**src/rtl/div_sequencer_pkg.sv**
```systemverilog
`default_nettype none
// ============================================================================
// Module : div_sequencer_pkg
// Brief  : Shared types for the M-extension divide unit (ops, FU occupancy,
//          sequencer states, data bus width).
// Rev    : 1.0  initial release
// ============================================================================
package div_sequencer_pkg;

    localparam int XLEN = 32;

    typedef logic [XLEN-1:0] data_bus_t;

    typedef enum logic [1:0] {
        DIV_  = 2'd0,
        DIVU_ = 2'd1,
        REM_  = 2'd2,
        REMU_ = 2'd3
    } div_ops_e;

    typedef enum logic {
        FREE = 1'b0,
        BUSY = 1'b1
    } fu_state_e;

    typedef enum logic [1:0] {
        IDLE   = 2'd0,
        DIVIDE = 2'd1,
        FIX    = 2'd2
    } div_state_e;

    function automatic logic is_signed_op(input div_ops_e op);
        return (op == DIV_) || (op == REM_);
    endfunction

endpackage
`default_nettype wire

```
**src/rtl/div_sequencer_if.sv**
```systemverilog
`default_nettype none
// ============================================================================
// Module : div_sequencer_if
// Brief  : Request/response bundle between issue logic and the divide unit.
// Rev    : 1.0  initial release
// ============================================================================
interface div_sequencer_if
    import div_sequencer_pkg::*;
#(
    parameter int DATA_WIDTH = XLEN
);
    logic [DATA_WIDTH-1:0] dividend_i;
    logic [DATA_WIDTH-1:0] divisor_i;
    div_ops_e              operation_i;
    logic                  data_valid_i;
    logic                  clear_i;
    logic [DATA_WIDTH-1:0] result_o;
    logic                  data_valid_o;
    logic                  divide_by_zero_o;
    fu_state_e             fu_state_o;

    modport master (
        output dividend_i, divisor_i, operation_i, data_valid_i, clear_i,
        input  result_o, data_valid_o, divide_by_zero_o, fu_state_o
    );

    modport slave (
        input  dividend_i, divisor_i, operation_i, data_valid_i, clear_i,
        output result_o, data_valid_o, divide_by_zero_o, fu_state_o
    );
endinterface
`default_nettype wire

```
**src/rtl/div_restoring_step.sv**
```systemverilog
`default_nettype none
// ============================================================================
// Module : div_restoring_step
// Brief  : One combinational restoring shift-subtract step.
// Rev    : 1.0  initial release
// ============================================================================
module div_restoring_step
    import div_sequencer_pkg::*;
#(
    parameter int DATA_WIDTH = XLEN
) (
    input  wire logic [DATA_WIDTH-1:0] i_remainder,
    input  wire logic [DATA_WIDTH-1:0] i_quotient,
    input  wire logic [DATA_WIDTH-1:0] i_divisor,
    output logic      [DATA_WIDTH-1:0] o_remainder,
    output logic      [DATA_WIDTH-1:0] o_quotient
);
    logic [DATA_WIDTH:0]   w_rem_sh;
    logic                  w_ge;
    logic [DATA_WIDTH-1:0] w_diff;

    // Shifted remainder needs one extra bit; the difference always fits in
    // DATA_WIDTH bits whenever it is kept.
    assign w_rem_sh    = {i_remainder, i_quotient[DATA_WIDTH-1]};
    assign w_ge        = (w_rem_sh >= {1'b0, i_divisor});
    assign w_diff      = w_rem_sh[DATA_WIDTH-1:0] - i_divisor;
    assign o_remainder = w_ge ? w_diff : w_rem_sh[DATA_WIDTH-1:0];
    assign o_quotient  = {i_quotient[DATA_WIDTH-2:0], w_ge};
endmodule
`default_nettype wire

```
**src/rtl/div_sequencer.sv**
```systemverilog
`default_nettype none
// ============================================================================
// Module : div_sequencer
// Brief  : Iterative DIV/DIVU/REM/REMU controller (restoring, one bit/cycle).
//          Optional macro DIV_FAST_SPECIAL_EN: divide-by-zero and signed
//          overflow bypass the iteration phase.
// Rev    : 1.0  initial release
// ============================================================================
module div_sequencer
    import div_sequencer_pkg::*;
#(
    parameter int DATA_WIDTH = XLEN
) (
    input wire logic       clk_i,
    input wire logic       rst_i,
    div_sequencer_if.slave bus
);
    localparam int                c_cnt_w = (DATA_WIDTH > 1) ? $clog2(DATA_WIDTH) : 1;
    localparam logic [c_cnt_w-1:0] c_last = c_cnt_w'(DATA_WIDTH - 1);
    localparam logic [DATA_WIDTH-1:0] c_min = {1'b1, {(DATA_WIDTH-1){1'b0}}};

    div_state_e            r_state, w_state_next;
    div_ops_e              r_op;
    logic [DATA_WIDTH-1:0] r_rem, r_quo, r_divisor, r_dividend_raw, r_result;
    logic                  r_q_sign, r_r_sign, r_div_zero, r_overflow;
    logic                  r_valid, r_dbz;
    logic [c_cnt_w-1:0]    r_cnt;

    logic                  w_accept, w_signed_in, w_a_neg, w_b_neg;
    logic                  w_div_zero_in, w_ovf_in;
    logic [DATA_WIDTH-1:0] w_a_abs, w_b_abs, w_rem_next, w_quo_next;
    logic                  w_is_rem, w_neg;
    logic [DATA_WIDTH-1:0] w_mag, w_fixed;

    assign w_accept      = (r_state == IDLE) && bus.data_valid_i && !bus.clear_i;
    assign w_signed_in   = is_signed_op(bus.operation_i);
    assign w_a_neg       = w_signed_in && bus.dividend_i[DATA_WIDTH-1];
    assign w_b_neg       = w_signed_in && bus.divisor_i[DATA_WIDTH-1];
    assign w_a_abs       = w_a_neg ? -bus.dividend_i : bus.dividend_i;
    assign w_b_abs       = w_b_neg ? -bus.divisor_i  : bus.divisor_i;
    assign w_div_zero_in = (bus.divisor_i == '0);
    assign w_ovf_in      = w_signed_in && (bus.dividend_i == c_min) && (bus.divisor_i == '1);

    div_restoring_step #(.DATA_WIDTH(DATA_WIDTH)) u_step (
        .i_remainder (r_rem),
        .i_quotient  (r_quo),
        .i_divisor   (r_divisor),
        .o_remainder (w_rem_next),
        .o_quotient  (w_quo_next)
    );

    // Result selection, sign correction and RISC-V special-case overrides.
    always_comb begin
        w_is_rem = (r_op == REM_) || (r_op == REMU_);
        w_mag    = w_is_rem ? r_rem : r_quo;
        w_neg    = is_signed_op(r_op) && (w_is_rem ? r_r_sign : r_q_sign);
        w_fixed  = w_neg ? -w_mag : w_mag;
        if (r_div_zero) begin
            w_fixed = w_is_rem ? r_dividend_raw : '1;
        end else if (r_overflow) begin
            w_fixed = w_is_rem ? '0 : c_min;
        end
    end

    always_ff @(posedge clk_i) begin
        if (rst_i) r_state <= IDLE;
        else       r_state <= w_state_next;
    end

    always_comb begin
        w_state_next = r_state;
        case (r_state)
            IDLE: begin
                if (w_accept) begin
`ifdef DIV_FAST_SPECIAL_EN
                    w_state_next = (w_div_zero_in || w_ovf_in) ? FIX : DIVIDE;
`else
                    w_state_next = DIVIDE;
`endif
                end
            end
            DIVIDE:  if (r_cnt == c_last) w_state_next = FIX;
            FIX:     w_state_next = IDLE;
            default: w_state_next = IDLE;
        endcase
        if (bus.clear_i) w_state_next = IDLE;
    end

    always_ff @(posedge clk_i) begin
        if (rst_i) begin
            r_op           <= DIV_;
            r_rem          <= '0;
            r_quo          <= '0;
            r_divisor      <= '0;
            r_dividend_raw <= '0;
            r_result       <= '0;
            r_q_sign       <= 1'b0;
            r_r_sign       <= 1'b0;
            r_div_zero     <= 1'b0;
            r_overflow     <= 1'b0;
            r_valid        <= 1'b0;
            r_dbz          <= 1'b0;
            r_cnt          <= '0;
        end else begin
            r_valid <= 1'b0;
            r_dbz   <= 1'b0;
            if (!bus.clear_i) begin
                case (r_state)
                    IDLE: begin
                        if (bus.data_valid_i) begin
                            r_op           <= bus.operation_i;
                            r_quo          <= w_a_abs;
                            r_divisor      <= w_b_abs;
                            r_dividend_raw <= bus.dividend_i;
                            r_rem          <= '0;
                            r_cnt          <= '0;
                            r_q_sign       <= w_a_neg ^ w_b_neg;
                            r_r_sign       <= w_a_neg;
                            r_div_zero     <= w_div_zero_in;
                            r_overflow     <= w_ovf_in;
                        end
                    end
                    DIVIDE: begin
                        r_rem <= w_rem_next;
                        r_quo <= w_quo_next;
                        r_cnt <= (r_cnt == c_last) ? '0 : r_cnt + 1'b1;
                    end
                    FIX: begin
                        r_result <= w_fixed;
                        r_valid  <= 1'b1;
                        r_dbz    <= r_div_zero;
                    end
                    default: ;
                endcase
            end
        end
    end

    assign bus.result_o         = r_result;
    assign bus.data_valid_o     = r_valid;
    assign bus.divide_by_zero_o = r_dbz;
    assign bus.fu_state_o       = (r_state == IDLE) ? FREE : BUSY;
endmodule
`default_nettype wire
```
**src/flat_wrapper.sv**
```systemverilog
// flat-port wrapper written by rule: the top's interface ports become plain ports
module div_sequencer_flat import div_sequencer_pkg::*;
#(
    parameter int DATA_WIDTH = XLEN
)
  (clk_i, rst_i, bus_dividend_i, bus_divisor_i, bus_operation_i, bus_data_valid_i, bus_clear_i, bus_result_o, bus_data_valid_o, bus_divide_by_zero_o, bus_fu_state_o);
  div_sequencer_if #(.DATA_WIDTH(DATA_WIDTH)) bus_i ();
  input wire logic clk_i;
  input wire logic rst_i;
  input wire logic [$bits(bus_i.dividend_i)-1:0] bus_dividend_i;
  input wire logic [$bits(bus_i.divisor_i)-1:0] bus_divisor_i;
  input wire logic [$bits(bus_i.operation_i)-1:0] bus_operation_i;
  input wire logic [$bits(bus_i.data_valid_i)-1:0] bus_data_valid_i;
  input wire logic [$bits(bus_i.clear_i)-1:0] bus_clear_i;
  output wire logic [$bits(bus_i.result_o)-1:0] bus_result_o;
  output wire logic [$bits(bus_i.data_valid_o)-1:0] bus_data_valid_o;
  output wire logic [$bits(bus_i.divide_by_zero_o)-1:0] bus_divide_by_zero_o;
  output wire logic [$bits(bus_i.fu_state_o)-1:0] bus_fu_state_o;
  assign bus_i.dividend_i = bus_dividend_i;
  assign bus_i.divisor_i = bus_divisor_i;
  assign bus_i.operation_i = bus_operation_i;
  assign bus_i.data_valid_i = bus_data_valid_i;
  assign bus_i.clear_i = bus_clear_i;
  assign bus_result_o = bus_i.result_o;
  assign bus_data_valid_o = bus_i.data_valid_o;
  assign bus_divide_by_zero_o = bus_i.divide_by_zero_o;
  assign bus_fu_state_o = bus_i.fu_state_o;
  div_sequencer #(.DATA_WIDTH(DATA_WIDTH)) u_core (.clk_i(clk_i), .rst_i(rst_i), .bus(bus_i));
endmodule
```
**config.mk**
```make
export PLATFORM = sky130hd
export DESIGN_NAME = div_sequencer_flat
export DESIGN_NICKNAME = d
export VERILOG_FILES = /design/src/rtl/div_sequencer_pkg.sv /design/src/rtl/div_sequencer_if.sv /design/src/rtl/div_restoring_step.sv /design/src/rtl/div_sequencer.sv /design/src/flat_wrapper.sv
export SDC_FILE = /design/constraint.sdc
export NUM_CORES = 1
export LEC_CHECK = 0
export ABC_AREA = 1
export CORE_MARGIN = 4
export CORE_UTILIZATION = 65
export DETAILED_ROUTE_END_ITERATION = 16
export PLACE_DENSITY_LB_ADDON = 0.2
export SYNTH_ARGS = -nofsm -noshare
export SYNTH_HDL_FRONTEND = slang
export SYNTH_HIERARCHICAL = 1
export SYNTH_SLANG_ARGS = --single-unit
```
**constraint.sdc**
```tcl
create_clock -name clk_i -period 4.8 [get_ports clk_i]
set_clock_uncertainty 0.1 [all_clocks]
set_input_delay 0.96 -clock clk_i [delete_from_list [all_inputs] [get_ports clk_i]]
set_output_delay 0.96 -clock clk_i [all_outputs]
set_load 0.01 [all_outputs]
```
==> insert_results.sql, run 1 <==
INSERT INTO impl_metrics (metric_group, metric, value, unit) VALUES
('status', 'status', 'complete, no violations', ''),
('cts', 'cts-htree-levels', '4', ''),
('cts', 'worst_skew_pair.late_latency', '450', 'ps'),
('die', 'fp.dieW', '151', 'um'),
('final_layout', 'layout-drive-gt1-share', '6.18', '%'),
('final_layout', 'finish.net_count', '2347', ''),
('die', 'floorplan.initialDensity', '66.1', '%'),
('setup_path', 'crit_path_start_kind', 'flop', ''),
('setup_path', 'timing.critical_path.to_type', 'flop', ''),
('final_layout', 'area_delta_synth_final', '10.4', '%'),
('sta', 'final-setup-viol-count', '0', ''),
('yosys', 'post_synth_instance_area', '0.0134', 'mm^2'),
('die', 'die_y', '151', 'um'),
('power', 'share_comb_of_total_power', '25.4', '%'),
('power', 'powerDensity', '274', 'mW/mm^2'),
('die', 'floorplan.die_area', '0.0229', 'mm^2'),
('sta', 'finalSetupTns', '0', 'ps'),
('power', 'max_ir_drop_vdd', '231', 'uV'),
('final_layout', 'antenna_cells_inserted', '0', ''),
('yosys', 'synth_nets', '2338', ''),
('power', 'internal_power', '2610', 'uW'),
('setup_path', 'setup.worst_path.class', 'flop to flop', ''),
('route', 'detail_route.vias_per_cell', '5.92', ''),
('route', 'dr_total_vias', '14900', ''),
('yosys', 'number_of_synthesis_warnings', '6', ''),
('global_route', 'grt_pass1_vias', '13400', ''),
('yosys', 'synth_enable_flop_cells', '0', ''),
('placed_design', 'dp_hpwl', '32000', 'um'),
('global_route', 'grt_first_pass_wirelength', '67700', 'um'),
('yosys', 'async_s_r_ff_share_synth', '0', '%'),
('sta', 'timing.final.crit_share', '67.9', '%'),
('cts', 'cts.hold.buffers_added', '0', ''),
('sta', 'min_period', '3260', 'ps'),
('power', 'seq_power_share', '38.9', '%'),
('power', 'p_leak', '0.00692', 'uW'),
('route', 'drt_iter0_drc', '1646', ''),
('sta', 'maxSlewHeadroom', '28.9', '%'),
('sta', 'worst-slew-pin-transition', '1060', 'ps'),
('flow_run', 'max_cap_violations', '0', ''),
('global_route', 'global_route.usage.total', '37.2', '%'),
('setup_path', 'arrival', '3520', 'ps'),
('yosys', 'netlist_instances', '2229', ''),
('cts', 'root_buffer', 'sky130_fd_sc_hd__clkbuf_16', ''),
('cts', 'tritoncts_clock_tree', 'yes', ''),
('sta', 'final-hold-violation-count', '0', ''),
('hold_path', 'holdCritPathClass', 'flop to flop', ''),
('route', 'route.final.wire_length', '43100', 'um'),
('cts', 'clk_path_buf_depth', '2', ''),
('global_route', 'number_of_antenna_violations_at_the_first_check_in_global_routing', '0', ''),
('final_layout', 'finalNonFillerCells', '2520', ''),
('die', 'core_area', '0.0202', 'mm^2'),
('route', 'postRouteAntennaNets', '0', ''),
('sta', 'final_max_slew_viol_count', '0', ''),
('global_route', 'largest_net_degree_at_the_start_of_global_routing', '106', ''),
('die', 'io_pins', '105', ''),
('cts', 'cts_sinks', '175', ''),
('route', 'drt-wirelength-per-cell', '17.1', 'um'),
('power', 'pwr-share-clk', '35.7', '%'),
('placed_design', 'numPortBuffers', '104', ''),
('route', 'remaining_drc_errors', '0', ''),
('cts', 'post_cts.resized_instances', '0', ''),
('sta', 'rsz0062_at_grt', 'no', ''),
('setup_path', 'timing.critical_path.fanout_max', '35', ''),
('cts', 'num_cts_buffers', '17', ''),
('placed_design', 'place.detailed.instances', '2489', ''),
('yosys', 'synth_cell_type_count', '53', ''),
('power', 'swShare', '35.6', '%'),
('yosys', 'ys_dominant_reg_cell', 'sky130_fd_sc_hd__dfxtp_1', ''),
('cts', 'post_cts_buffers', '0', ''),
('die', 'fp-row-count', '52', ''),
('cts', 'clk_transition_reported_paths', '70', 'ps'),
('placed_design', 'place_congestion', '1.01', ''),
('yosys', 'postSynthAreaPerCell', '6.00', 'um^2'),
('sta', 'achievable-frequency', '307', 'MHz'),
('yosys', 'seq_area_frac_synth', '26.2', '%'),
('route', 'first_pass_iters', '6', ''),
('power', 'power_switching', '1440', 'uW'),
('yosys', 'yosys_register_bits', '175', ''),
('setup_path', 'required', '5060', 'ps'),
('global_route', 'total_congestion_overflow_after_global_routing', '0', '');
## registers in the layout (all words and copies together) (netlist names)
name	flops
u_core/bus.result_o	32
u_core/r_dividend_raw	32
u_core/r_divisor	32
u_core/r_quo	32
u_core/r_rem	32
u_core/r_cnt	5
u_core/r_op	2
u_core/r_state	2
u_core/bus.data_valid_o	1
u_core/bus.divide_by_zero_o	1
u_core/r_div_zero	1
u_core/r_overflow	1
u_core/r_q_sign	1
u_core/r_r_sign	1
## synth_stat cells, types with 2 or more instances
master                     instances  area [um^2]
sky130_fd_sc_hd__a31oi_1          27          169
sky130_fd_sc_hd__buf_6             7         78.8
sky130_fd_sc_hd__clkbuf_1         62          233
sky130_fd_sc_hd__ha_1             38          475
sky130_fd_sc_hd__xnor2_1           7         61.3
sky130_fd_sc_hd__nor3_2            4         40.0
sky130_fd_sc_hd__inv_1           284         1070
sky130_fd_sc_hd__dfxtp_1         175         3500
sky130_fd_sc_hd__or2_2             5         31.3
sky130_fd_sc_hd__a21oi_1         188          941
sky130_fd_sc_hd__o21ai_1          21          105
sky130_fd_sc_hd__nand3_2          19          190
sky130_fd_sc_hd__clkinv_1          2         7.51
sky130_fd_sc_hd__o31ai_1           2         15.0
sky130_fd_sc_hd__nor2_1          184          691
sky130_fd_sc_hd__buf_1             7         26.3
sky130_fd_sc_hd__nor4_1            7         43.8
sky130_fd_sc_hd__o221ai_1          5         43.8
sky130_fd_sc_hd__nand2_1         616         2310
sky130_fd_sc_hd__o21ai_0         182          911
sky130_fd_sc_hd__nand3_1         153          766
sky130_fd_sc_hd__nor2_2           17          106
sky130_fd_sc_hd__and2_1            7         43.8
sky130_fd_sc_hd__or3_1             2         12.5
sky130_fd_sc_hd__xor2_1           29          254
sky130_fd_sc_hd__nand2_2          19          119
sky130_fd_sc_hd__nand2_4           3         33.8
sky130_fd_sc_hd__buf_4            36          270
sky130_fd_sc_hd__nand4_1          19          119
sky130_fd_sc_hd__o211ai_1          6         45.0
sky130_fd_sc_hd__nor2_4            3         33.8
sky130_fd_sc_hd__a211oi_1          2         15.0
sky130_fd_sc_hd__nand3b_1         14          105
sky130_fd_sc_hd__a21boi_1          6         45.0
sky130_fd_sc_hd__buf_2            16         80.1
sky130_fd_sc_hd__inv_2            10         37.5
sky130_fd_sc_hd__nor3_1           29          145
## worst paths after layout
path / start / endpoint / slack (ps) / cells past startpoint
worst max-delay path: u_core/r_divisor[28]$_SDFFE_PP0P_ / u_core/r_rem[0]$_SDFFE_PP0P_ / 1540 / 11
worst min-delay path: u_core/r_dividend_raw[14]$_SDFFE_PP0P_ / u_core/r_dividend_raw[14]$_SDFFE_PP0P_ / 360 / 2
worst max register to register: u_core/r_divisor[28]$_SDFFE_PP0P_ / u_core/r_rem[0]$_SDFFE_PP0P_ / 1540 / 11
worst min register to register: u_core/r_dividend_raw[14]$_SDFFE_PP0P_ / u_core/r_dividend_raw[14]$_SDFFE_PP0P_ / 360 / 2
## layer usage
metal | share of wire [%] | routed length (um) | GRT usage [%] | vias to the layer above
li1 | - | - | - | 7173
met1 | 42 | 17900 | 51.6 | 6716
met2 | 43 | 18600 | 57.2 | 875
met3 | 11 | 4580 | 5.92 | 159
met4 | 4.6 | 1980 | 15.8 | 0
met5 | 0 | 0 | 0 | -
## cells by family (layout without fill, tap and decap cells)
family                   Yosys count  count (layout)  share of synthesized area (%)
buffers and inverters            428             449                           13.8
flip-flops                       175             175                           26.2
XOR/XNOR                          36              36                           2.36
AND/OR/NAND/NOR                 1105            1105                           36.3
AO/OA/AOI/OAI                    446             446                           17.6
adder cells (fa/ha/maj)           39              39                           3.71
## final cells by class
type / count / area, um^2
Clock inverter: 14 / 186
Inverter: 298 / 1120
Multi-Input combinational cell: 1626 / 8030
Clock buffer: 17 / 425
Sequential cell: 175 / 3500
Timing Repair Buffer: 120 / 1160
Fill cell: 1769 / 5480
Tap cell: 270 / 338
## critical path: stages, from the launching register on
cell and delay, ps:
sky130_fd_sc_hd__dfxtp_1 340, sky130_fd_sc_hd__inv_1 50, sky130_fd_sc_hd__ha_1 400, sky130_fd_sc_hd__a21oi_1 290, sky130_fd_sc_hd__nand2_1 120, sky130_fd_sc_hd__a21oi_1 170, sky130_fd_sc_hd__nand2_1 110, sky130_fd_sc_hd__nor2_4 650
sky130_fd_sc_hd__nand2_8 380, sky130_fd_sc_hd__o21ai_0 300, sky130_fd_sc_hd__nand2_1 90, sky130_fd_sc_hd__a21oi_1 160
## placed cells by master (no fill, tap or decap), drive strengths merged, types with 6 or more instances in the layout
cell type and n:
or2 6, xor2 29, xnor2 7, nor2 204, nand2 639, a21oi 189, nor3 34, buf 17
nand4 19, nor4 7, inv 306, o21ai 205, o211ai 6, and2 7, clkbuf 17, dfxtp 175
clkdlybuf4s50 103, a31oi 27, a21boi 7, nand3b 14, nand3 173, ha 38
## power by group through the flow
stage               logic (uW)  clock network [uW]  registers, uW
finish                    1030                1440           1580
global route              1130                1500           1580
CTS                       1000                1450           1570
detailed placement         990                   0           1600
global placement           974                   0           1600
floorplan                  739                   0           1580
## metrics by stage
stage          hold WS [ps]  cell area (um^2)  worst slack [ps]  total power (uW)  utilization, %
6_report                362             14800              1540              4050            72.9
5_1_grt                 388             14800              1400              4220            72.9
4_1_cts                 358             14800              1610              4020            72.9
3_5_place_dp            347             14100              1140              2590            69.9
3_3_place_gp            333             14100              1320              2580            69.9
2_1_floorplan           320             13400              2220              2320               -
Note: power is estimated with default switching activity, not from simulation.
==> run 2, diff against run 1 <==
--- a/config.mk
+++ b/config.mk
@@ -7,7 +7,7 @@
 export LEC_CHECK = 0
 export ABC_AREA = 1
 export CORE_MARGIN = 4
-export CORE_UTILIZATION = 65
+export CORE_UTILIZATION = 60
 export DETAILED_ROUTE_END_ITERATION = 16
 export PLACE_DENSITY_LB_ADDON = 0.2
 export SYNTH_ARGS = -nofsm -noshare
==> constraint.sdc (replaced) <==
create_clock -name clk_i -period 3.3 [get_ports clk_i]
set_clock_uncertainty 0.1 [all_clocks]
set_input_delay 0.66 -clock clk_i [delete_from_list [all_inputs] [get_ports clk_i]]
set_output_delay 0.66 -clock clk_i [all_outputs]
set_load 0.01 [all_outputs]
==> run 2 against run 1 <==
Net effect:
- setup slack got worse by 1000 ps
- sequential share of layout area fell by 0.19 points
- register-to-register slack got worse by 910 ps
- non-clock buffer count rose by 9
- critical path depth rose by 5
- final cell count rose by 0.79%
- utilization fell by 5.0 points
- highest routed layer unchanged
==> insert_results.sql, run 2 (synthesized netlist as in run 1, its figures left out) <==
INSERT INTO impl_metrics (metric_group, metric, value, unit) VALUES
('status', 'status', 'complete, no violations', ''),
('route', 'dr_total_vias', '14800', ''),
('setup_path', 'setup.worst_path.class', 'input pin to flop', ''),
('cts', 'post_cts.resized_instances', '0', ''),
('placed_design', 'post-place-ws', '207', 'ps'),
('route', 'drt_iter0_drc', '1837', ''),
('route', 'drt-wirelength-per-cell', '17.1', 'um'),
('setup_path', 'rr_startpoint', 'u_core/r_divisor[6]$_SDFFE_PP0P_', ''),
('cts', 'cts.hold.buffers_added', '0', ''),
('power', 'internal_power', '3870', 'uW'),
('setup_path', 'arrival', '3010', 'ps'),
('hold_path', 'holdCritPathClass', 'flop to flop', ''),
('flow_run', 'max_cap_violations', '0', ''),
('die', 'fp.dieW', '157', 'um'),
('sta', 'final_max_slew_viol_count', '0', ''),
('final_layout', 'area_delta_synth_final', '11.3', '%'),
('sta', 'fin_ws', '524', 'ps'),
('sta', 'final-hold-violation-count', '0', ''),
('power', 'pwr-share-clk', '36.5', '%'),
('final_layout', 'nFillCells', '2033', ''),
('global_route', 'number_of_antenna_violations_at_the_first_check_in_global_routing', '0', ''),
('power', 'p_leak', '0.00697', 'uW'),
('final_layout', 'layout-drive-gt1-share', '6.55', '%'),
('sta', 'min_period', '2780', 'ps'),
('power', 'swShare', '35.2', '%'),
('sta', 'timing.final.crit_share', '84.1', '%'),
('die', 'core_area', '0.0219', 'mm^2'),
('final_layout', 'final_cell_mix', 'sky130_fd_sc_hd__nand2_1 (616), sky130_fd_sc_hd__inv_1 (284), sky130_fd_sc_hd__a21oi_1 (188)', ''),
('die', 'die_y', '157', 'um'),
('cts', 'cts_sinks', '175', ''),
('final_layout', 'area_taken_by_flip_flops_and_latches', '0.00350', 'mm^2'),
('setup_path', 'timing.critical_path.to_type', 'flop', ''),
('die', 'io_pins', '105', ''),
('cts', 'clk_path_buf_depth', '2', ''),
('sta', 'worst-slew-pin-transition', '711', 'ps'),
('cts', 'clk_transition_reported_paths', '80', 'ps'),
('global_route', 'grt_pass1_vias', '13100', ''),
('sta', 'final-setup-viol-count', '0', ''),
('setup_path', 'crit_path_start_kind', 'input pin', ''),
('final_layout', 'layout_commonest_cell', 'sky130_fd_sc_hd__nand2_1', ''),
('cts', 'tritoncts_clock_tree', 'yes', ''),
('route', 'detail_route.vias_per_cell', '5.81', ''),
('global_route', 'largest_net_degree_at_the_start_of_global_routing', '106', ''),
('global_route', 'total_congestion_overflow_after_global_routing', '0', ''),
('cts', 'cts-htree-levels', '4', ''),
('sta', 'maxSlewHeadroom', '52.6', '%'),
('die', 'floorplan.initialDensity', '61.1', '%'),
('final_layout', 'antenna_cells_inserted', '0', ''),
('route', 'postRouteAntennaNets', '0', ''),
('hold_path', 'hold_startpoint', 'u_core/r_dividend_raw[21]$_SDFFE_PP0P_', ''),
('placed_design', 'numPortBuffers', '104', ''),
('cts', 'num_cts_buffers', '17', ''),
('setup_path', 'required', '3530', 'ps'),
('placed_design', 'place_congestion', '1.00', ''),
('sta', 'achievable-frequency', '360', 'MHz'),
('setup_path', 'timing.critical_path.fanout_max', '4', ''),
('route', 'route.final.wire_length', '43400', 'um'),
('cts', 'root_buffer', 'sky130_fd_sc_hd__clkbuf_16', ''),
('cts', 'post_cts_buffers', '0', ''),
('power', 'max_ir_drop_vdd', '344', 'uV'),
('sta', 'rsz0062_at_grt', 'no', ''),
('final_layout', 'multi_input_combinational_cell_area', '0.00803', 'mm^2'),
('power', 'power_switching', '2110', 'uW'),
('final_layout', 'finish.net_count', '2356', ''),
('power', 'share_comb_of_total_power', '25.3', '%'),
('route', 'first_pass_iters', '6', ''),
('power', 'powerDensity', '402', 'mW/mm^2'),
('sta', 'finalSetupTns', '0', 'ps'),
('global_route', 'global_route.usage.total', '34.7', '%'),
('cts', 'worst_skew_pair.late_latency', '440', 'ps'),
('route', 'remaining_drc_errors', '0', ''),
('placed_design', 'dp_hpwl', '33000', 'um'),
('die', 'floorplan.die_area', '0.0247', 'mm^2'),
('power', 'seq_power_share', '38.2', '%'),
('global_route', 'grt_first_pass_wirelength', '69000', 'um'),
('setup_path', 'startpoint', 'bus_divisor_i[1]', ''),
('die', 'fp-row-count', '54', '');
## run 2: cell types whose count changed in the layout (fill, tap and decap cells not counted), sizes merged
cell	before	now
clkinv	5	7
inv	306	304
bufinv	1	2
buf	17	26
## run 2: critical path, stage by stage
cell and delay [ps]:
sky130_fd_sc_hd__clkdlybuf4s50_1 450, sky130_fd_sc_hd__inv_1 110, sky130_fd_sc_hd__ha_1 170, sky130_fd_sc_hd__inv_1 60, sky130_fd_sc_hd__nor3_1 180, sky130_fd_sc_hd__nand2_1 100, sky130_fd_sc_hd__nor2_1 250, sky130_fd_sc_hd__nand4_1 180
sky130_fd_sc_hd__nor2_1 180, sky130_fd_sc_hd__nand2_1 110, sky130_fd_sc_hd__nand2_1 120, sky130_fd_sc_hd__o21ai_0 120, sky130_fd_sc_hd__nand2_1 100, sky130_fd_sc_hd__nand3_1 70, sky130_fd_sc_hd__nand2_1 90, sky130_fd_sc_hd__inv_1 50
## run 2: cell type report
type / count / share of cell area [%]
Multi-Input combinational cell: 1626 / 53.9
Sequential cell: 175 / 23.6
Timing Repair Buffer: 129 / 8.31
Inverter: 298 / 7.54
Clock buffer: 17 / 2.86
Tap cell: 280 / 2.35
Clock inverter: 15 / 1.44
## run 2: routing by layer
| layer | GRT usage (%) | share of wire [%] | vias up |
|---|---|---|---|
| met5 | 0 | 0 | - |
| met4 | 11.3 | 3.0 | 0 |
| met3 | 5.75 | 10 | 111 |
| met2 | 53.3 | 44 | 788 |
| met1 | 49.8 | 43 | 6668 |
| li1 | - | - | 7199 |
## run 2: power by group through the flow
stage	logic (uW)	registers (uW)	clock network [uW]
2_1_floorplan	1070	2300	0
3_3_place_gp	1450	2320	0
3_5_place_dp	1470	2330	0
4_1_cts	1480	2280	2200
5_1_grt	1670	2290	2300
6_report	1510	2280	2180
## run 2: path summary, 6_finish.rpt
check	to	slack, ps	cells after the start
setup / recovery	u_core/r_divisor[30]$_SDFFE_PP0P_	520	16
hold / removal	u_core/r_dividend_raw[21]$_SDFFE_PP0P_	360	2
setup reg to reg	u_core/r_rem[13]$_SDFFE_PP0P_	630	16
hold reg to reg	u_core/r_dividend_raw[21]$_SDFFE_PP0P_	360	2
## run 2: metrics by stage
step / total power, uW / hold slack (ps) / utilization, % / cells / instance area [um^2]
finish: 5980 / 364 / 68.0 / 2540 / 14900
global route: 6260 / 389 / 68.0 / 2540 / 14900
CTS: 5960 / 359 / 68.0 / 2540 / 14900
detailed placement: 3800 / 346 / 65.0 / 2508 / 14200
global placement: 3770 / 335 / 65.0 / 2508 / 14200
floorplan: 3370 / 320 / - / 2229 / 13400
==> run 3, diff against run 2 <==
==> constraint.sdc (replaced) <==
create_clock -name clk_i -period 2.58 [get_ports clk_i]
set_clock_uncertainty 0.1 [all_clocks]
set_input_delay 0.516 -clock clk_i [delete_from_list [all_inputs] [get_ports clk_i]]
set_output_delay 0.516 -clock clk_i [all_outputs]
set_load 0.01 [all_outputs]
==> run 3 against run 2 <==
Net effect:
- setup slack lost 430 ps
- first-iteration DRC count increased by 5.6%
- power up 30%
- sequential share of layout area fell by 1.6 points
- largest cell class unchanged
- combinational power grew 41%
- register-to-register slack lost 530 ps
- via count up 3.6%
- final area is 7.6% higher
- flip-flop and latch count is the same
- sequential power rose by 28%
==> insert_results.sql, run 3 (synthesized netlist as in run 1, its figures left out) <==
INSERT INTO impl_metrics (metric_group, metric, value, unit) VALUES
('die', 'floorplan.die_area', '0.0247', 'mm^2'),
('cts', 'root_buffer', 'sky130_fd_sc_hd__clkbuf_16', ''),
('power', 'p_leak', '0.00750', 'uW'),
('sta', 'hold_slack', '360', 'ps'),
('die', 'die_y', '157', 'um'),
('placed_design', 'place.detailed.instances', '2595', ''),
('setup_path', 'arrival', '2750', 'ps'),
('sta', 'maxSlewHeadroom', '55.7', '%'),
('final_layout', 'antenna_cells_inserted', '0', ''),
('sta', 'timing.final.crit_share', '96.3', '%'),
('placed_design', 'numPortBuffers', '104', ''),
('final_layout', 'area_delta_synth_final', '19.8', '%'),
('flow_run', 'max_cap_violations', '0', ''),
('global_route', 'grt_pass1_vias', '13300', ''),
('route', 'first_pass_iters', '6', ''),
('final_layout', 'finalNonFillerCells', '2635', ''),
('route', 'remaining_drc_errors', '0', ''),
('die', 'core_area', '0.0219', 'mm^2'),
('placed_design', 'post-place-ws', '-245', 'ps'),
('cts', 'cts_sinks', '175', ''),
('sta', 'final-setup-viol-count', '0', ''),
('cts', 'worst_skew_pair.late_latency', '450', 'ps'),
('final_layout', 'layout_commonest_cell', 'sky130_fd_sc_hd__nand2_1', ''),
('sta', 'achievable-frequency', '403', 'MHz'),
('global_route', 'global_route.usage.total', '34.9', '%'),
('final_layout', 'finish.net_count', '2451', ''),
('route', 'route.final.wire_length', '45100', 'um'),
('power', 'max_ir_drop_vdd', '361', 'uV'),
('route', 'dr_total_vias', '15300', ''),
('global_route', 'number_of_antenna_violations_at_the_first_check_in_global_routing', '0', ''),
('placed_design', 'dp_hpwl', '34600', 'um'),
('route', 'drt-wirelength-per-cell', '17.1', 'um'),
('route', 'detail_route.vias_per_cell', '5.81', ''),
('cts', 'num_cts_buffers', '17', ''),
('cts', 'tritoncts_clock_tree', 'yes', ''),
('setup_path', 'setup.worst_path.class', 'flop to flop', ''),
('sta', 'min_period', '2480', 'ps'),
('sta', 'final_max_slew_viol_count', '0', ''),
('global_route', 'grt_first_pass_wirelength', '69000', 'um'),
('cts', 'cts-htree-levels', '4', ''),
('placed_design', 'place_congestion', '1.00', ''),
('cts', 'clk_transition_reported_paths', '80', 'ps'),
('cts', 'clk_path_buf_depth', '2', ''),
('die', 'fp-row-count', '54', ''),
('die', 'io_pins', '105', ''),
('setup_path', 'crit_path_start_kind', 'flop', ''),
('power', 'powerDensity', '486', 'mW/mm^2'),
('global_route', 'total_congestion_overflow_after_global_routing', '0', ''),
('route', 'postRouteAntennaNets', '0', ''),
('final_layout', 'layout-drive-gt1-share', '12.0', '%'),
('status', 'status', 'complete, no violations', ''),
('sta', 'fin_ws', '95.8', 'ps'),
('die', 'floorplan.initialDensity', '61.1', '%'),
('sta', 'final-hold-violation-count', '0', ''),
('setup_path', 'timing.critical_path.to_type', 'flop', ''),
('die', 'fp.dieW', '157', 'um'),
('sta', 'worst-slew-pin-transition', '664', 'ps'),
('setup_path', 'required', '2840', 'ps'),
('route', 'drt_iter0_drc', '1939', ''),
('final_layout', 'final_cell_mix', 'sky130_fd_sc_hd__nand2_1 (612), sky130_fd_sc_hd__inv_1 (282), sky130_fd_sc_hd__a21oi_1 (183)', ''),
('setup_path', 'timing.critical_path.fanout_max', '8', ''),
('hold_path', 'holdCritPathClass', 'flop to flop', ''),
('global_route', 'largest_net_degree_at_the_start_of_global_routing', '106', '');
-- run 3: cell count changes in the layout (fill, tap and decap cells not counted), moves of 4 or more --
cell,change
sky130_fd_sc_hd__a21oi_2,+4
sky130_fd_sc_hd__ha_1,-22
sky130_fd_sc_hd__buf_4,+83
sky130_fd_sc_hd__nand2_1,-4
sky130_fd_sc_hd__nand2_2,+4
sky130_fd_sc_hd__ha_4,+18
sky130_fd_sc_hd__a21oi_1,-5
sky130_fd_sc_hd__buf_12,+8
sky130_fd_sc_hd__ha_2,+4
-- run 3: critical path, stage by stage, from the launching register on --
cell                      delay (ps)
sky130_fd_sc_hd__dfxtp_1         320
sky130_fd_sc_hd__inv_1           210
sky130_fd_sc_hd__ha_4            260
sky130_fd_sc_hd__nand2_1          70
sky130_fd_sc_hd__nand2_1          90
sky130_fd_sc_hd__nand2_1          70
sky130_fd_sc_hd__nand2_1          90
sky130_fd_sc_hd__inv_2            80
sky130_fd_sc_hd__nand3_2         120
sky130_fd_sc_hd__nand2_2         100
sky130_fd_sc_hd__nand2_2          70
sky130_fd_sc_hd__nand2_4         160
sky130_fd_sc_hd__nand2_4         140
sky130_fd_sc_hd__o21ai_0         280
sky130_fd_sc_hd__nand2_1         100
sky130_fd_sc_hd__a21oi_1         150
-- run 3: layer usage --
layer,part of all wire (%),routed length (um),GRT usage [%],vias to the layer above
met5,0,0,0,-
met4,3.5,1590,11.4,0
met3,9.9,4470,5.25,113
met2,44,19900,53.9,847
met1,43,19200,50.1,6957
li1,-,-,-,7382
-- run 3: metrics by stage --
step	instance area (um^2)	power [uW]	setup TNS, ps	utilization [%]
after CTS	15600	7660	0	71.2
final	16000	7790	0	73.2
after floorplan	13400	4320	0	-
after detailed placement	15000	4960	-2370	68.4
after global routing	16000	8120	-187	73.2
after global placement	15000	4930	-1030	68.4
-- run 3: area by class of cell --
type                            instances  area [um^2]
Timing Repair Buffer                  223         2070
Tap cell                              280          350
Inverter                              298         1120
Fill cell                            1911         5880
Sequential cell                       175         3510
Clock buffer                           17          425
Clock inverter                         15          189
Multi-Input combinational cell       1627         8350
-- run 3: path summary, 6_finish.rpt --
path,cells after the start,endpoint,startpoint,slack [ps]
setup / recovery,15,u_core/r_rem[1]$_SDFFE_PP0P_,u_core/r_divisor[6]$_SDFFE_PP0P_,100
hold reg to reg,2,u_core/r_dividend_raw[31]$_SDFFE_PP0P_,u_core/r_dividend_raw[31]$_SDFFE_PP0P_,360
setup reg to reg,15,u_core/r_rem[1]$_SDFFE_PP0P_,u_core/r_divisor[6]$_SDFFE_PP0P_,100
hold / removal,2,u_core/r_dividend_raw[31]$_SDFFE_PP0P_,u_core/r_dividend_raw[31]$_SDFFE_PP0P_,360
-- run 3: what timing repair did --
item / CTS / global route
setup endpoints to repair: 0 / 58
resized for setup: 0 / 55
hold buffers: 0 / 0
buffers inserted: 0 / 6
-- run 3: where the power goes --
group	total [uW]	switching, uW	internal [uW]
Clock	2740	1270	1470
Sequential	2920	92.6	2830
Combinational	2130	1370	760
Total	7790	2730	5060
